`config.mk`:
```
export PLATFORM = sky130hd
export DESIGN_NAME = uart_rx_frame_loader
export DESIGN_NICKNAME = d
export VERILOG_FILES = /design/src/rtl/uart_rx_pkg.sv /design/src/rtl/uart_rx_core.sv /design/src/rtl/uart_rx_frame_loader.sv
export SDC_FILE = /design/constraint.sdc
export NUM_CORES = 1
export LEC_CHECK = 0
export ABC_AREA = 1
export CAP_MARGIN = 20
export CORE_ASPECT_RATIO = 2
export CORE_UTILIZATION = 67
export CTS_CLUSTER_SIZE = 24
export DETAILED_ROUTE_END_ITERATION = 8
export DONT_BUFFER_PORTS = 1
export GPL_TIMING_DRIVEN = 0
export PLACE_DENSITY = 0.9
export SLEW_MARGIN = 20
export SYNTH_ARGS = -nofsm -noshare
export SYNTH_HDL_FRONTEND = slang
export SYNTH_SLANG_ARGS = --single-unit
```
`constraint.sdc`:
```
create_clock -name clk -period 2.7 [get_ports clk]
set_input_delay 0.81 -clock clk [delete_from_list [all_inputs] [get_ports clk]]
set_output_delay 0.81 -clock clk [all_outputs]
set_load 0.01 [all_outputs]
```
`src/rtl/uart_rx_pkg.sv`:
```
// Shared types and helpers for the UART receive / frame loader path.
package uart_rx_pkg;

    typedef enum logic [1:0] {
        IDLE,
        START,
        DATA,
        STOP
    } rx_state_e;

    typedef enum logic {
        F_IDLE,
        F_RECV
    } frame_state_e;

    // Number of pixels in one frame; sizes the pixel counter's terminal value.
    function automatic int unsigned frame_pixels(input int unsigned img_width,
                                                 input int unsigned img_height);
        return img_width * img_height;
    endfunction

endpackage

```
`src/rtl/uart_rx_core.sv`:
```
// Oversampled UART byte receiver: 2-flop synchroniser, bit FSM, byte/error strobes.
module uart_rx_core
    import uart_rx_pkg::*;
#(
    parameter int unsigned DATA_WIDTH = 8,
    parameter int unsigned SAMPLING   = 16
) (
    input  logic                  clk,
    input  logic                  reset,
    input  logic                  b_tick_i,
    input  logic                  rx_i,
    output logic                  busy_o,
    output logic                  byte_valid_o,
    output logic                  frame_error_o,
    output logic [DATA_WIDTH-1:0] data_o
);

    localparam int unsigned TICK_W = $clog2(SAMPLING);
    localparam int unsigned BIT_W  = (DATA_WIDTH > 1) ? $clog2(DATA_WIDTH) : 1;

    localparam logic [TICK_W-1:0] MID_TICK  = TICK_W'(SAMPLING / 2 - 1);
    localparam logic [TICK_W-1:0] LAST_TICK = TICK_W'(SAMPLING - 1);
    localparam logic [BIT_W-1:0]  LAST_BIT  = BIT_W'(DATA_WIDTH - 1);

    logic                  rx_meta_q;
    logic                  rx_sync_q;
    rx_state_e             state_q;
    logic [TICK_W-1:0]     tick_q;
    logic [BIT_W-1:0]      bit_q;
    logic [DATA_WIDTH-1:0] shift_q;
    logic [DATA_WIDTH-1:0] shift_d;
    logic [DATA_WIDTH-1:0] data_q;
    logic                  busy_q;
    logic                  valid_q;
    logic                  ferr_q;
    logic                  brk_q;

    // LSB-first: each new sample enters at the MSB and shifts right.
    if (DATA_WIDTH > 1) begin : g_shift_wide
        assign shift_d = {rx_sync_q, shift_q[DATA_WIDTH-1:1]};
    end else begin : g_shift_narrow
        assign shift_d = rx_sync_q;
    end

    // Two-flop synchroniser for the asynchronous line; idles high.
    always_ff @(posedge clk) begin
        if (reset) begin
            rx_meta_q <= 1'b1;
            rx_sync_q <= 1'b1;
        end else begin
            rx_meta_q <= rx_i;
            rx_sync_q <= rx_meta_q;
        end
    end

    // Bit FSM: start qualification at mid-start, mid-bit data sampling, stop check.
    always_ff @(posedge clk) begin
        if (reset) begin
            state_q <= IDLE;
            tick_q  <= '0;
            bit_q   <= '0;
            shift_q <= '0;
            data_q  <= '0;
            busy_q  <= 1'b0;
            valid_q <= 1'b0;
            ferr_q  <= 1'b0;
            brk_q   <= 1'b0;
        end else begin
            valid_q <= 1'b0;
            ferr_q  <= 1'b0;
            case (state_q)
                IDLE: begin
                    // After a framing error the line must return high before a new start.
                    if (brk_q) begin
                        if (rx_sync_q) begin
                            brk_q <= 1'b0;
                        end
                    end else if (!rx_sync_q) begin
                        state_q <= START;
                        tick_q  <= '0;
                        busy_q  <= 1'b1;
                    end
                end
                START: begin
                    if (b_tick_i) begin
                        if (tick_q == MID_TICK) begin
                            if (rx_sync_q) begin
                                state_q <= IDLE;
                                busy_q  <= 1'b0;
                            end else begin
                                state_q <= DATA;
                                tick_q  <= '0;
                                bit_q   <= '0;
                            end
                        end else begin
                            tick_q <= tick_q + TICK_W'(1);
                        end
                    end
                end
                DATA: begin
                    if (b_tick_i) begin
                        if (tick_q == LAST_TICK) begin
                            tick_q  <= '0;
                            shift_q <= shift_d;
                            if (bit_q == LAST_BIT) begin
                                state_q <= STOP;
                            end else begin
                                bit_q <= bit_q + BIT_W'(1);
                            end
                        end else begin
                            tick_q <= tick_q + TICK_W'(1);
                        end
                    end
                end
                STOP: begin
                    if (b_tick_i) begin
                        if (tick_q == LAST_TICK) begin
                            state_q <= IDLE;
                            tick_q  <= '0;
                            busy_q  <= 1'b0;
                            if (rx_sync_q) begin
                                valid_q <= 1'b1;
                                data_q  <= shift_q;
                            end else begin
                                ferr_q <= 1'b1;
                                brk_q  <= 1'b1;
                            end
                        end else begin
                            tick_q <= tick_q + TICK_W'(1);
                        end
                    end
                end
                default: begin
                    state_q <= IDLE;
                end
            endcase
        end
    end

    assign busy_o        = busy_q;
    assign byte_valid_o  = valid_q;
    assign frame_error_o = ferr_q;
    assign data_o        = data_q;

endmodule

```
`src/rtl/uart_rx_frame_loader.sv`:
```
// UART receive path that loads one raster-ordered grayscale frame into the frame buffer.
module uart_rx_frame_loader
    import uart_rx_pkg::*;
#(
    parameter int unsigned DATA_WIDTH = 8,
    parameter int unsigned IMG_WIDTH  = 176,
    parameter int unsigned IMG_HEIGHT = 240,
    parameter int unsigned SAMPLING   = 16,
    parameter int unsigned ADDR_WIDTH = $clog2(IMG_WIDTH * IMG_HEIGHT)
) (
    input  logic                  clk,
    input  logic                  reset,
    input  logic                  b_tick,
    input  logic                  rx_arm,
    input  logic                  rx,
    output logic                  fb_we,
    output logic [ADDR_WIDTH-1:0] fb_wAddr,
    output logic [DATA_WIDTH-1:0] fb_wData,
    output logic                  rx_busy,
    output logic                  receiving,
    output logic                  frame_rx_done,
    output logic                  frame_err
);

    localparam int unsigned FRAME_PIXELS = frame_pixels(IMG_WIDTH, IMG_HEIGHT);
    localparam logic [ADDR_WIDTH-1:0] LAST_PIX = ADDR_WIDTH'(FRAME_PIXELS - 1);

    logic                  byte_valid;
    logic                  byte_err;
    logic [DATA_WIDTH-1:0] byte_data;

    frame_state_e          fstate_q;
    logic [ADDR_WIDTH-1:0] pix_q;
    logic [ADDR_WIDTH-1:0] pix_d;
    logic                  last_q;
    logic                  fb_we_q;
    logic [ADDR_WIDTH-1:0] fb_waddr_q;
    logic [DATA_WIDTH-1:0] fb_wdata_q;
    logic                  receiving_q;
    logic                  done_q;
    logic                  ferr_q;

    uart_rx_core #(
        .DATA_WIDTH (DATA_WIDTH),
        .SAMPLING   (SAMPLING)
    ) u_core (
        .clk           (clk),
        .reset         (reset),
        .b_tick_i      (b_tick),
        .rx_i          (rx),
        .busy_o        (rx_busy),
        .byte_valid_o  (byte_valid),
        .frame_error_o (byte_err),
        .data_o        (byte_data)
    );

    assign pix_d = pix_q + ADDR_WIDTH'(1);

    // Frame FSM: arm, write each valid byte at the running pixel address, flag done.
    always_ff @(posedge clk) begin
        if (reset) begin
            fstate_q    <= F_IDLE;
            pix_q       <= '0;
            last_q      <= 1'b0;
            fb_we_q     <= 1'b0;
            fb_waddr_q  <= '0;
            fb_wdata_q  <= '0;
            receiving_q <= 1'b0;
            done_q      <= 1'b0;
            ferr_q      <= 1'b0;
        end else begin
            fb_we_q <= 1'b0;
            done_q  <= 1'b0;
            // Sticky; an arm in the same cycle clears it below.
            if (byte_err) begin
                ferr_q <= 1'b1;
            end
            case (fstate_q)
                F_IDLE: begin
                    if (rx_arm) begin
                        fstate_q    <= F_RECV;
                        pix_q       <= '0;
                        receiving_q <= 1'b1;
                        ferr_q      <= 1'b0;
                    end
                end
                F_RECV: begin
                    if (last_q) begin
                        last_q      <= 1'b0;
                        done_q      <= 1'b1;
                        receiving_q <= 1'b0;
                        pix_q       <= '0;
                        fstate_q    <= F_IDLE;
                    end else if (byte_valid) begin
                        fb_we_q    <= 1'b1;
                        fb_waddr_q <= pix_q;
                        fb_wdata_q <= byte_data;
                        if (pix_q == LAST_PIX) begin
                            last_q <= 1'b1;
                        end else begin
                            pix_q <= pix_d;
                        end
                    end
                end
                default: begin
                    fstate_q <= F_IDLE;
                end
            endcase
        end
    end

    assign fb_we         = fb_we_q;
    assign fb_wAddr      = fb_waddr_q;
    assign fb_wData      = fb_wdata_q;
    assign receiving     = receiving_q;
    assign frame_rx_done = done_q;
    assign frame_err     = ferr_q;

endmodule

```
==> out/metrics.cfg <==
[run_status]
status = finished clean

[cells_and_area]
diodes = 0
nets = 515
drive_gt1_share_pct = 10.8
n_fill_cell = 392
regArea_um2 = 1540
multiInputGateArea_um2 = 1720
areaGrowthSynthToFinish_pct = 7.03

[routing]
via_count = 3279
via_per_inst = 5.77
initialDrtViolationCount = 132
drt_wl_total_mm = 8.34
first_pass_iters = 5
drc_errors = 0
wl_per_cell_um = 14.7
postRouteAntennaNets = 0

[synthesis]
synth_top_family_by_area = simple AND/OR/NAND/NOR gates
synth_common_cells = nand2_1 (113), nor2_1 (82), dfxtp_1 (77)
synth_cell_types = 37
synthAdderAreaFrac_pct = 1.43
ys_seq_area_share_pct = 44.0
avgSynthCellArea_um2 = 7.08
yosys-mux-area-fraction_pct = 0
synthArstFlopShare_pct = 0
synth_simple_gate_area_share_pct = 34.0
synth-seq-cells = 77
syn_inst = 495
synthXorXnorAreaFrac_pct = 0.500
yosys.area.top_type_share_pct = 44.0
synth.most_common_cell = nand2_1
synthFlopType = dfxtp_1
synth_area_leaders = dfxtp_1 (44%), nand2_1 (12%), nor2_1 (8.8%)
synth_area_leader_cell = dfxtp_1
syn_nets = 504
ys.warnings.count = 0
syn-cell-area_um2 = 3500
synth-compound-area-share_pct = 13.2
synth_edf_count = 0

[global_route]
grt_pass1_wl_mm = 13.6
grt.overflow.total = 0
grt_max_degree = 15
grt_pass1_vias = 3152
antenna_found_initial = 0
grt_util_all_layers_pct = 33.8

[timing]
finalCriticalPeriod_ps = 1860
setup_ws_ps = 836
tightest_slew_ps = 722
slew_viol_final = 0
rsz0062_at_grt = no
achievable-frequency_mhz = 537
tns_ps = 0
post-route-period-util_pct = 69.0
setup_viol_count_final = 0
relSlewSlack_pct = 51.9
fin_worst_skew_ps = 9.39
hold_viol = 0

[critical_path]
slowest_delay_ps = 410
r2r_setup_slack_ps = 840
crit_type = register to register
cpLargestDelayFamily = simple AND/OR/NAND/NOR gates
worstPathCellList = ha_1 > nand2_2 > nor2_4 > nand2_2 > inv_2 > nand3_2 > nand3_4 > inv_2 > buf_6 > nand2_1 > a21oi_2
crit_fanout = 10
critPathSlowestCell = dfxtp_1
cp-end-kind = register
cp.required_ps = 2920
start_kind = register
worst_ep_arrival_time_ps = 2090
path_buf_inv = 3

[clocking]
h-tree-depth = 3
cts_buffer_depth = 2
clock_sink_count = 77
clkSlewWorstSetupHoldPaths_ps = 90
cts_hold_buffers = 0
clk-insertion-delay-late_ps = 370
cts_resized = 0
cts_root_buffer = clkbuf_8
cts_setup_buffers = 0
cts_tree = done
cts_buffers = 9

[floorplanning]
num_io_pins = 34
initial_core_util_pct = 70.7
die_y_um = 104
rows = 36
die_x_um = 53.1
coreArea_um2 = 4950
dieArea_um2 = 5540

[pwr]
p_leak_uw = 0.00142
irDropWorstVdd_v = 0.000557
power_density_nw_per_um2 = 574

[placed_design]
gp_congestion = 0.949
dp_worst_setup_slack_ps = 729
io_buffers = 0
dp_hpwl_mm = 6.10

[run]
maxCapViolations = 0

[worst_hold_path]
min_path_type = register to register

cell families after synthesis:
| group | count (synthesis) |
|---|---|
| AND/OR/NAND/NOR | 272 |
| AO/OA/AOI/OAI | 81 |
| flip-flops | 77 |
| buffers and inverters | 59 |
| adder cells (fa/ha/maj) | 4 |
| XOR/XNOR | 2 |
worst paths after layout:
path / startpoint / end / depth (start not counted)
max: pix_q[0] / pix_q[7] / 11
min: u_core.rx_meta_q / u_core.rx_sync_q / 1
max reg2reg: pix_q[0] / pix_q[7] / 11
min reg2reg: u_core.rx_meta_q / u_core.rx_sync_q / 1
state kept, by name, summed over array words and instances, names as in the netlist, 3 cells and up, named ones only:
register and count:
fb_wAddr 16, u_core.data_o 8, u_core.bit_q 3, fb_wData 8, pix_q 16, u_core.shift_q 8, u_core.tick_q 4
through the flow:
stage | instances | total power [µW] | hold slack, ps | instance area [µm²] | util [%]
2_1_floorplan | 495 | 1340 | 389 | 3500 | -
3_3_place_gp | 552 | 1380 | 409 | 3580 | 72.2
3_5_place_dp | 552 | 1380 | 418 | 3580 | 72.2
4_1_cts | 568 | 2160 | 441 | 3750 | 75.7
5_1_grt | 568 | 2220 | 457 | 3750 | 75.7
6_report | 568 | 2150 | 439 | 3750 | 75.7
placed cells by master (no fill, tap or decap), types with 5 or more instances in the layout:
| cell type | count |
|---|---|
| or2_2 | 5 |
| nand3_1 | 43 |
| inv_1 | 29 |
| dfxtp_1 | 77 |
| nor2_1 | 82 |
| clkbuf_1 | 14 |
| o21ai_0 | 23 |
| nand4_1 | 9 |
| clkbuf_8 | 9 |
| a21oi_1 | 38 |
| a21oi_2 | 9 |
| nand2_1 | 113 |
| inv_2 | 11 |
final cells by class:
type / count / area share (%)
plain buffers: 18 / 2.33
clock buffers: 10 / 3.40
clock inverters: 6 / 1.27
inverters: 41 / 4.10
multi-input cells: 359 / 45.9
flip-flops and latches: 77 / 41.1
well taps: 57 / 1.90
routing by layer:
layer  wire length, µm  track usage (%)  vias up
li1                  -                -     1634
met4               474             25.0        0
met2              4570             58.7      104
met5                 0                0        -
met3               362             7.75       39
met1              2940             32.1     1502
report_power, final:
group          leakage (µW)  switching (µW)  internal, µW
clock network     0.0000872             452           342
logic              0.000708             135          55.5
registers          0.000622            20.0          1150
(Power assumes the default switching activity.)
